--- config.mk ---
export PLATFORM = sky130hd
export DESIGN_NAME = lamp_timer_ctrl
export DESIGN_NICKNAME = d
export VERILOG_FILES = /design/src/rtl/lamp_pkg.sv /design/src/rtl/lamp_timer_ctrl_switch_debounce.sv /design/src/rtl/lamp_timer_ctrl.sv
export SDC_FILE = /design/constraint.sdc
export NUM_CORES = 1
export LEC_CHECK = 0
export BUFFER_PORTS_ARGS = -buffer_cell sky130_fd_sc_hd__buf_2
export CAP_MARGIN = 20
export CORE_MARGIN = 2
export CORE_UTILIZATION = 51
export CTS_CLUSTER_SIZE = 8
export DETAILED_ROUTE_END_ITERATION = 7
export GPL_TIMING_DRIVEN = 0
export HOLD_SLACK_MARGIN = 0.06
export PLACE_DENSITY = 0.79
export RECOVER_POWER = 25
export SLEW_MARGIN = 15
export SYNTH_ARGS = -nofsm -noshare
export SYNTH_HDL_FRONTEND = slang
export SYNTH_HIERARCHICAL = 1
export SYNTH_SLANG_ARGS = --single-unit
--- constraint.sdc ---
create_clock -name clk -period 1.6 [get_ports clk]
set_input_delay 0.16 -clock clk [delete_from_list [all_inputs] [get_ports clk]]
set_output_delay 0.16 -clock clk [all_outputs]
set_load 0.05 [all_outputs]
--- src/rtl/lamp_pkg.sv ---
// Shared definitions for the staircase lamp controller.
//   lamp_state_e : FSM state encoding, also driven out on the debug state port
//   odd_parity   : three-way switch function (lamp follows odd parity)
package lamp_pkg;

  // OFF/ON/WARN encoding is visible on the debug port, so keep it fixed
  typedef enum logic [1:0] {
    ST_OFF  = 2'b00,
    ST_ON   = 2'b01,
    ST_WARN = 2'b10
  } lamp_state_e;

  localparam int unsigned NUM_SWITCHES = 3;

  // Any single switch flip changes the result, which is what makes it three-way
  function automatic logic odd_parity(input logic [NUM_SWITCHES-1:0] sw);
    return ^sw;
  endfunction

endpackage

--- src/rtl/lamp_timer_ctrl_switch_debounce.sv ---
// Two-flop synchroniser followed by a stability debouncer for one raw switch.
// Ports:
//   clk   in  system clock, rising edge
//   rst   in  asynchronous active-high reset
//   sw_i  in  raw switch level, asynchronous to clk, may bounce
//   sw_o  out debounced level, registered
module switch_debounce
  import lamp_pkg::*;
#(
  parameter int unsigned DEB_CYCLES = 4
) (
  input  logic clk,
  input  logic rst,
  input  logic sw_i,
  output logic sw_o
);

  // Sized to hold DEB_CYCLES-1 even when DEB_CYCLES is 1
  localparam int unsigned CNT_W = $clog2(DEB_CYCLES + 1);

  logic             sync1_q;
  logic             sync2_q;
  logic             deb_q;
  logic             deb_d;
  logic [CNT_W-1:0] cnt_q;
  logic [CNT_W-1:0] cnt_d;

  // Metastability guard: only sync2_q is used downstream
  always_ff @(posedge clk or posedge rst) begin
    if (rst) begin
      sync1_q <= 1'b0;
      sync2_q <= 1'b0;
    end else begin
      sync1_q <= sw_i;
      sync2_q <= sync1_q;
    end
  end

  // Count consecutive mismatching edges; the last one of DEB_CYCLES commits the new level.
  // The count stops at DEB_CYCLES-1 because that edge also clears it.
  always_comb begin
    deb_d = deb_q;
    cnt_d = '0;
    if (sync2_q != deb_q) begin
      if (cnt_q == CNT_W'(DEB_CYCLES - 1)) begin
        deb_d = sync2_q;
        cnt_d = '0;
      end else begin
        cnt_d = cnt_q + CNT_W'(1);
      end
    end
  end

  always_ff @(posedge clk or posedge rst) begin
    if (rst) begin
      deb_q <= 1'b0;
      cnt_q <= '0;
    end else begin
      deb_q <= deb_d;
      cnt_q <= cnt_d;
    end
  end

  assign sw_o = deb_q;

endmodule

--- src/rtl/lamp_timer_ctrl.sv ---
// Staircase lamp controller: debounces three switches, turns the lamp on/off on every
// change of their odd parity, switches it off automatically after ON_CYCLES, and drives
// a buzzer with a confirmation beep per toggle plus a warning pattern before auto-off.
// Ports:
//   clk     in  system clock, rising edge
//   rst     in  asynchronous active-high reset
//   S1..S3  in  raw switches, asynchronous, may bounce
//   F       out lamp drive, registered
//   Buzzer  out buzzer drive, registered
//   state   out [1:0] FSM state for debug (OFF=00, ON=01, WARN=10)
module lamp_timer_ctrl
  import lamp_pkg::*;
#(
  parameter int unsigned DEB_CYCLES  = 4,
  parameter int unsigned ON_CYCLES   = 1000,
  parameter int unsigned WARN_CYCLES = 100,
  parameter int unsigned BEEP_CYCLES = 8
) (
  input  logic       clk,
  input  logic       rst,
  input  logic       S1,
  input  logic       S2,
  input  logic       S3,
  output logic       F,
  output logic       Buzzer,
  output logic [1:0] state
);

  localparam int unsigned TIMER_W = $clog2(ON_CYCLES);
  localparam int unsigned BEEP_W  = $clog2(BEEP_CYCLES + 1);

  logic [NUM_SWITCHES-1:0] sw_raw;
  logic [NUM_SWITCHES-1:0] sw_deb;

  lamp_state_e        state_q;
  lamp_state_e        state_d;
  logic [TIMER_W-1:0] timer_q;
  logic [TIMER_W-1:0] timer_d;
  logic [BEEP_W-1:0]  beep_cnt_q;
  logic [BEEP_W-1:0]  beep_cnt_d;
  logic [BEEP_W-1:0]  warn_cnt_q;
  logic [BEEP_W-1:0]  warn_cnt_d;
  logic               warn_phase_q;
  logic               warn_phase_d;
  logic               parity_q;
  logic               parity_c;
  logic               toggle_c;
  logic               f_q;
  logic               f_d;
  logic               buzzer_q;
  logic               buzzer_d;

  assign sw_raw = {S3, S2, S1};

  // One synchroniser/debouncer per switch
  for (genvar i = 0; i < NUM_SWITCHES; i++) begin : g_sw
    switch_debounce #(
      .DEB_CYCLES(DEB_CYCLES)
    ) u_switch_debounce (
      .clk (clk),
      .rst (rst),
      .sw_i(sw_raw[i]),
      .sw_o(sw_deb[i])
    );
  end

  // A toggle is any change of debounced parity; simultaneous flips cancel out
  assign parity_c = odd_parity(sw_deb);
  assign toggle_c = (parity_c != parity_q);

  // Next state, timer, beep and warning pattern
  always_comb begin
    state_d      = state_q;
    timer_d      = (timer_q != '0) ? timer_q - TIMER_W'(1) : '0;
    beep_cnt_d   = (beep_cnt_q != '0) ? beep_cnt_q - BEEP_W'(1) : '0;
    warn_cnt_d   = '0;
    warn_phase_d = 1'b0;

    unique case (state_q)
      ST_OFF: begin
        if (toggle_c) begin
          state_d = ST_ON;
          timer_d = TIMER_W'(ON_CYCLES - 1);
        end
      end
      ST_ON: begin
        if (toggle_c) begin
          state_d = ST_OFF;
        end else if (timer_q == TIMER_W'(WARN_CYCLES)) begin
          state_d = ST_WARN;
        end
      end
      ST_WARN: begin
        if (toggle_c) begin
          state_d = ST_OFF;
        end else if (timer_q == '0) begin
          state_d = ST_OFF;
        end
      end
      default: begin
        state_d = ST_OFF;
      end
    endcase

    // Every accepted toggle restarts the confirmation beep
    if (toggle_c) begin
      beep_cnt_d = BEEP_W'(BEEP_CYCLES);
    end

    // Warning pattern: starts high on entry, flips every BEEP_CYCLES cycles
    if (state_d == ST_WARN) begin
      if (state_q != ST_WARN) begin
        warn_phase_d = 1'b1;
        warn_cnt_d   = BEEP_W'(BEEP_CYCLES - 1);
      end else if (warn_cnt_q == '0) begin
        warn_phase_d = ~warn_phase_q;
        warn_cnt_d   = BEEP_W'(BEEP_CYCLES - 1);
      end else begin
        warn_phase_d = warn_phase_q;
        warn_cnt_d   = warn_cnt_q - BEEP_W'(1);
      end
    end

    f_d      = (state_d != ST_OFF);
    buzzer_d = (beep_cnt_d != '0) | ((state_d == ST_WARN) & warn_phase_d);
  end

  always_ff @(posedge clk or posedge rst) begin
    if (rst) begin
      state_q      <= ST_OFF;
      timer_q      <= '0;
      beep_cnt_q   <= '0;
      warn_cnt_q   <= '0;
      warn_phase_q <= 1'b0;
      parity_q     <= 1'b0;
      f_q          <= 1'b0;
      buzzer_q     <= 1'b0;
    end else begin
      state_q      <= state_d;
      timer_q      <= timer_d;
      beep_cnt_q   <= beep_cnt_d;
      warn_cnt_q   <= warn_cnt_d;
      warn_phase_q <= warn_phase_d;
      parity_q     <= parity_c;
      f_q          <= f_d;
      buzzer_q     <= buzzer_d;
    end
  end

  assign F      = f_q;
  assign Buzzer = buzzer_q;
  assign state  = state_q;

endmodule

# Yosys cells after proc, flatten, opt, wreduce, memory -nomap -nowiden
# Index checks and enable logic that the tools add are counted.
# classes
add_sub_neg	6
n_eq_ne	12
mux	23
n_bitwise	3
reduce_logical	11
# op_table
op	n
$mux W10	3
$mux W4	5
$mux W3	6
$eq A10 B7 Y1 const B	1
$logic_not A10 Y1	1
$mux W2	5
$reduce_bool A10 Y1	1
$sub A10 B1 Y10 const B	1
$add A3 B1 Y3 const B	3
$eq A3 B2 Y1 const B	3
$reduce_bool A4 Y1	2
$sub A4 B1 Y4 const B	2
$pmux W2 S3	1
$reduce_and A2 Y1	3
$eq A2 B2 Y1 const B	2
$logic_not A4 Y1	1
$ne A1 B1 Y1	4
$mux W1	3
$reduce_xor A3 Y1	1
$eq A2 B1 Y1 const B	1
$logic_not A2 Y1	1
$ne A2 B2 Y1 const B	1
$reduce_bool A2 Y1	1
$and A1 B1 Y1	1
2 further kinds	2
# word_totals
reg_bits	42
out_inout_bits	4
word_cells	75

# Depth between registers and ports, before layout
# Gate-level depths: netlist (run 1).
# depth
depth_word	8
mapped_depth	6
depth_no_buf	6

# Cells and area by module
# The synthesis (run 1) kept the hierarchy.
# by_module_without_submodules
mod	instances	cells_each	area_each_um2	seq_area_each_um2
lamp_timer_ctrl	1	119	1262.5	600.6
switch_debounce	3	14	220.2	150.1

# Least setup slack after synthesis (run 1)
# No wires, ideal clock.
# synth_timing
kind	register to register
start	register timer_q[0]
end	register warn_cnt_q[3]
setup_time_ns	0.081
arrival_ns	1.633
required_ns	1.519
setup_slack_ns	-0.114
stages_incl_launch_ff	7
synth_period_minus_slack_ns	1.714
cell_sequence	dfrtp_1 inv_1 ha_1 or4b_4 nor4_4 o21ai_2 nor3_2
# synth_via
elab_chain_cells	6
# synth_rtl
element	line	rtl
from (decl)	lamp_timer_ctrl.sv:37	logic [TIMER_W-1:0] timer_q;
from (signal assigned)	lamp_timer_ctrl.sv:140	timer_q <= timer_d;
$eq A10 B7 Y1 or $logic_not A10 Y1 (tied branches)	lamp_timer_ctrl.sv:89, lamp_timer_ctrl.sv:96	
$mux W2 (on tied branches)	lamp_timer_ctrl.sv:89, lamp_timer_ctrl.sv:96	
$mux W2 (on tied branches)	lamp_timer_ctrl.sv:87, lamp_timer_ctrl.sv:94	
$pmux W2 S3 *	lamp_timer_ctrl.sv:79	unique case (state_q)
$eq A2 B2 Y1 *	lamp_timer_ctrl.sv:111	if (state_d == ST_WARN) begin
$mux W4 *	lamp_timer_ctrl.sv:111	
via warn_cnt_d[3]	lamp_timer_ctrl.sv:42	logic [BEEP_W-1:0] warn_cnt_d;
to (signal assigned)	lamp_timer_ctrl.sv:142	warn_cnt_q <= warn_cnt_d;
to (decl)	lamp_timer_ctrl.sv:41	logic [BEEP_W-1:0] warn_cnt_q;
# Mark *: on every way through the listed nets, which the timed path passes. The rest lies on a longest branch.
# A chain may end at the register's enable or synchronous reset.

# Final worst setup path (run 1)
# layout_timing
start	register timer_q[0]
end	register buzzer_q (netlist: Buzzer)
# layout_via
elab_chain_cells	8
# layout_rtl
element	line	rtl
$eq A10 B7 Y1 or $logic_not A10 Y1 (tied branches)	lamp_timer_ctrl.sv:89, lamp_timer_ctrl.sv:96	
$mux W2 (on tied branches)	lamp_timer_ctrl.sv:89, lamp_timer_ctrl.sv:96	
$mux W2 (on tied branches)	lamp_timer_ctrl.sv:87, lamp_timer_ctrl.sv:94	
$pmux W2 S3 *	lamp_timer_ctrl.sv:79	
$eq A2 B2 Y1 *	lamp_timer_ctrl.sv:111, lamp_timer_ctrl.sv:125	
$mux W1	lamp_timer_ctrl.sv:111	
$and A1 B1 Y1 *	lamp_timer_ctrl.sv:125	buzzer_d = (beep_cnt_d != '0) | ((state_d == ST_WARN) & warn_phase_d);
$or A1 B1 Y1 *	lamp_timer_ctrl.sv:125	
via buzzer_d	lamp_timer_ctrl.sv:51	logic buzzer_d;
to (signal assigned)	lamp_timer_ctrl.sv:146	buzzer_q <= buzzer_d;
to (decl)	lamp_timer_ctrl.sv:50	logic buzzer_q;
# Marks and branches as above.

==> results of run 1 <==
-- through the flow --
stage	instances	total power (uW)	cell area, um^2	hold WS [ns]
final	243	4800	2430	0.356
after global routing	243	5120	2430	0.373
after CTS	241	4590	2330	0.355
after detailed placement	217	3260	2040	0.114
after global placement	217	3130	2040	0.103
after floorplan	161	2900	1940	-0.0490
-- cells by family after synthesis --
kind of cell,share of synthesized area (%)
and+or+nand+nor,19.5
DFF,54.7
AOI/OAI and AO/OA,7.09
xor gates and xnor gates,7.48
buffers and inverters,3.12
adders and majority gates,5.86
muxes,2.28
-- cell usage after synthesis (3+ instances only) --
library cell and number:
nand2b_1 3, o21ai_0 7, xnor2_1 8, inv_1 13, nand2_1 8, nor2_1 9, mux2_2 3, nor3_1 9
xor2_1 4, nor2b_4 3, ha_1 9, dfrtp_1 42, a21oi_1 6, nor3b_1 8
-- critical path, cell delays in order, from the launching register on --
cell     delay, ns
dfrtp_1       0.39
inv_2         0.08
ha_4          0.13
or4b_4        0.51
nor4_4        0.24
or2_1         0.17
a221o_1       0.14
-- layer usage --
metal	up-vias	wire length (um)	GRT usage (%)
met5	-	0	0
met4	0	12	3.39
met3	4	112	5.31
met2	22	2130	33.7
met1	668	1530	22.0
li1	620	-	-
-- power breakdown --
| group | switching, uW | total (uW) | internal [uW] |
|---|---|---|---|
| logic | 1240 | 2450 | 1210 |
| clock network | 354 | 701 | 347 |
| registers | 294 | 1650 | 1360 |
-- worst paths after layout --
| kind | startpoint | to | slack (ns) |
|---|---|---|---|
| worst min-delay path | rst | g_sw[0].u_switch_debounce/cnt_q[1] | 0.36 |
| min in group clk | g_sw[0].u_switch_debounce/sync1_q | g_sw[0].u_switch_debounce/sync2_q | 0.36 |
| worst max register to register | timer_q[0] | Buzzer | -0.12 |
| worst max-delay path | timer_q[0] | Buzzer | -0.12 |
| worst min register to register | g_sw[0].u_switch_debounce/sync1_q | g_sw[0].u_switch_debounce/sync2_q | 0.36 |
| max in group asynchronous | rst | timer_q[7] | 0.29 |
-- final cells by class --
type / instances / area [um^2]
fillers: 274 / 1200
flip-flops and latches: 42 / 1050
multi-input cells: 105 / 967
repair buffers: 26 / 195
clock buffers: 6 / 82.6
well taps: 48 / 60.1
inverters: 13 / 48.8
clock inverters: 2 / 12.5
plain buffers: 1 / 11.3
-- what timing repair did --
action,CTS,global route
endpoints found under the setup margin,20,19
pin swaps,8,12
hold endpoints to repair,21,0
hold buffers,4,0
gates resized for setup,18,18
buffers inserted,11,2
gates cloned,1,0
-- cells in the final DEF (no fill, tap or decap), types with 4 or more instances in the layout --
master	netlist	layout
o21ai_2	1	6
nand2_1	8	8
clkbuf_8	0	6
buf_4	0	11
xnor2_1	8	8
a21oi_2	0	4
nor3_2	2	4
dfrtp_1	42	40
xor2_1	4	4
buf_6	1	4
nor2_1	9	9
inv_1	13	11
nor3_1	9	6
dlygate4sd3_1	0	4
ha_1	9	8
buf_2	0	7
nor3b_1	8	6
-- flip-flops by register name, summed over array words and instances, names as in the netlist, 2 cells and up --
name	flops
timer_q	10
g_sw.u_switch_debounce/cnt_q	9
beep_cnt_q	4
warn_cnt_q	4
g_sw.u_switch_debounce/sw_o	3
g_sw.u_switch_debounce/sync1_q	3
g_sw.u_switch_debounce/sync2_q	3
state	2
==> results_dict.tcl, run 1 <==
set metrics [dict create \
    status "finished with violations" \
    violations "negative setup slack" \
    drc 0 \
    layout_setup_ws_ns -0.115 \
    drv_cap 0 \
    globalplace.congestion 0.764 \
    htree_levels 2 \
    ff2ff_path_depth 6 \
    ys_seq_area_share_pct 54.7 \
    grt_pass1_vias 1416 \
    slew_headroom_pct 37.8 \
    worstSkewPairLatency_ns 0.29 \
    syn_inst 161 \
    layout_worst_path_cycle_share_pct 107 \
    yosys_register_bits 42 \
    syn2layout_area_growth_pct 26.4 \
    p_leak_uw 0.00104 \
    drt-pass1-iter-count 4 \
    die_w_um 65.4 \
    antenna_found_initial 0 \
    fin_crit_ns 1.72 \
    ios 9 \
    path_clk_slew_ns 0.08 \
    grt-ovfl-total 0 \
    grt_pass1_wl_um 6090 \
    fmax_mhz 583 \
    async_flop_share_pct 100 \
    cts_root_buf "clkbuf_8" \
    synth_area_um2 1920 \
    ys_warn_count 6 \
    post-route-util_pct 66.9 \
    wire_per_inst_um 15.5 \
    num_rows 22 \
    pre_cts_slack_ns -0.188 \
    crit_fanout 4 \
    cp-start-kind "register" \
    drive_above_1_share_pct 36.9 \
    cts_buffers 5 \
    rsz0062_at_grt "true" \
    start_util_pct 52.9 \
    die_y_um 65.4 \
    syn_avg_cell_area_um2 11.9 \
    yosysTopAreaCell "dfrtp_1" \
    place_hpwl_um 2370 \
    fin_skew_ns 0.00900 \
    arrival_ns 1.95 \
    antenna_cells 0 \
    synth_area_leaders "dfrtp_1, ha_1, xnor2_1, nor3b_1, inv_1" \
    syn_nets 175 \
    synth_ff_type "dfrtp_1" \
    tritoncts "done" \
    portBuffers 8 \
    synth_edf_count 0 \
    slew_viol_final 0 \
    cts.sinks 42 \
    wl_um 3780 \
    vias 1314 \
    grt_usage_pct 18.5 \
    core_um2 3630 \
    layout.nets 208 \
    tightest_slew_ns 0.932 \
    netlist.area_leader.share_pct 54.7 \
    crit_required_ns 1.83 \
    min_path_type "input port to asynchronous set/reset pin" \
    grt_max_degree 25 \
    drt_iter0_markers 81 \
    vdd_drop_max_v 0.000965 \
    finalSetupTns_ns -1.28 \
    endpoint_kind "register" \
    path_class "register to register" \
    die_area_um2 4280 \
    ys_types 39 \
    ant_nets 0 \
    clockBufferDepth 2 \
    vias_per_cell 5.41 \
    p_per_area_nw_per_um2 1980 \
    hold_viol 0 \
    setup_violations 19 \
]
No activity file was read; power rests on OpenSTA's default activity.
==> run 2: changes to the inputs <==
--- a/config.mk
+++ b/config.mk
@@ -14,7 +14,7 @@
 export GPL_TIMING_DRIVEN = 0
 export HOLD_SLACK_MARGIN = 0.06
 export PLACE_DENSITY = 0.79
-export RECOVER_POWER = 25
+export RECOVER_POWER = 100
 export SLEW_MARGIN = 15
 export SYNTH_ARGS = -nofsm -noshare
 export SYNTH_HDL_FRONTEND = slang
==> results_dict.tcl, run 2 (synthesis gave the netlist of run 1 again) <==
set metrics [dict create \
    status "finished with violations" \
    violations "negative setup slack" \
    core_um2 3630 \
    tightest_slew_ns 0.937 \
    antenna_cells 0 \
    worstSkewPairLatency_ns 0.29 \
    grt_pass1_wl_um 6090 \
    met1Wirelength_um 1550 \
    dr_wl_met2_um 2140 \
    clockBufferDepth 2 \
    whs_ns 0.356 \
    vdd_drop_max_v 0.000966 \
    p_per_area_nw_per_um2 1980 \
    crit_required_ns 1.83 \
    cts_buffers 5 \
    layout.nets 208 \
    grt_usage_pct 18.5 \
    wire_per_inst_um 15.6 \
    layout_worst_path_cycle_share_pct 108 \
    ant_nets 0 \
    drt_iter0_markers 88 \
    hold_viol 0 \
    cts_root_buf "clkbuf_8" \
    antenna_found_initial 0 \
    cp-start-kind "register" \
    p_int_uw 2860 \
    grt_pass1_vias 1416 \
    portBuffers 8 \
    syn2layout_area_growth_pct 24.6 \
    rsz0062_at_grt "true" \
    drt-pass1-iter-count 4 \
    final_cell_mix "dfrtp_1, inv_1, nor2_1, buf_4" \
    seq_power_share_pct 34.8 \
    grt-ovfl-total 0 \
    ios 9 \
    die_y_um 65.4 \
    slew_viol_final 0 \
    arrival_ns 1.95 \
    place_hpwl_um 2370 \
    tritoncts "done" \
    htree_levels 2 \
    layout_commonest_cell "dfrtp_1" \
    largest_reg_flops 10 \
    drc 0 \
    start_util_pct 52.9 \
    layout_setup_ws_ns -0.120 \
    vias_per_cell 5.41 \
    top_regs "timer_q (10), g_sw.u_switch_debounce/cnt_q (9)" \
    dr_wl_met3_um 94 \
    cp-startpoint "timer_q[0]" \
    cts.sinks 42 \
    grt_max_degree 25 \
    die_area_um2 4280 \
    power.switching_uw 1890 \
    wl_um 3790 \
    globalplace.congestion 0.764 \
    slew_headroom_pct 37.4 \
    fmax_mhz 581 \
    die_w_um 65.4 \
    endpoint_kind "register" \
    path_class "register to register" \
    vias 1315 \
    fin_area_um2 2400 \
    top_layer "met4" \
    p_leak_uw 0.00102 \
    timing.rr.start "timer_q[0]" \
    drv_cap 0 \
    clkPwrFrac_pct 14.8 \
    setup_violations 19 \
    path_clk_slew_ns 0.08 \
    crit_fanout 4 \
    fin_skew_ns 0.00911 \
    pwr-share-comb_pct 50.5 \
    switching_share_pct 39.7 \
    largest-register "timer_q" \
    drive_above_1_share_pct 32.3 \
    placed_area_um2 2040 \
    fin_crit_ns 1.72 \
    min_path_type "input port to asynchronous set/reset pin" \
    num_rows 22 \
]
==> run 2: worst max-delay path, cell delays in order (launching register included) <==
cell and delay, ns:
dfrtp_1 0.39, inv_2 0.08, ha_4 0.13, or4b_4 0.51, nor4_4 0.24, or2_1 0.17
a221o_1 0.14
==> run 2: worst paths after layout <==
path | depth (start not counted) | slack [ns] | to
max in group asynchronous | 3 | 0.29 | timer_q[7]
min in group clk | 0 | 0.36 | g_sw[0].u_switch_debounce/sync2_q
worst max-delay path | 6 | -0.12 | Buzzer
worst max register to register | 6 | -0.12 | Buzzer
worst min-delay path | 3 | 0.36 | g_sw[0].u_switch_debounce/cnt_q[1]
worst min register to register | 0 | 0.36 | g_sw[0].u_switch_debounce/sync2_q
==> run 2: per-layer routing <==
metal,vias to the layer above,global-route usage [%]
met5,-,0
li1,623,-
met1,675,22.0
met3,2,5.31
met4,0,3.39
met2,15,33.7
==> run 2: stage by stage <==
step | setup WS (ns) | power (uW) | util, % | setup TNS [ns] | instances
2_1_floorplan | -0.0248 | 2900 | - | -0.0842 | 161
3_3_place_gp | -0.130 | 3130 | 56.1 | -1.79 | 217
3_5_place_dp | -0.188 | 3260 | 56.1 | -2.81 | 217
4_1_cts | -0.130 | 4590 | 64.2 | -1.24 | 241
5_1_grt | -0.208 | 5070 | 65.9 | -2.62 | 243
6_report | -0.120 | 4750 | 65.9 | -1.42 | 243
==> run 2: power by group through the flow <==
stage          Combinational [uW]  Sequential, uW  Clock [uW]
6_report                     2400            1650         701
5_1_grt                      2620            1690         764
4_1_cts                      2270            1610         709
3_5_place_dp                 1610            1640           0
3_3_place_gp                 1520            1610           0
2_1_floorplan                1210            1690           0
==> run 2: final cells by class <==
type,instances,area (um^2)
Fill cell,279,1240
Inverter,13,48.8
Tap cell,48,60.1
Clock buffer,6,82.6
Multi-Input combinational cell,105,943
Clock inverter,2,12.5
Buffer,1,11.3
Sequential cell,42,1050
Timing Repair Buffer,26,184
==> run 2: repair_timing <==
item                                    CTS  global route
hold buffers                              4             0
endpoints found under the hold margin    21             0
endpoints found under the setup margin   20            19
gates cloned                              1             0
buffers inserted                         11             2
pin swaps                                 8            12
gates resized for setup                  18            18
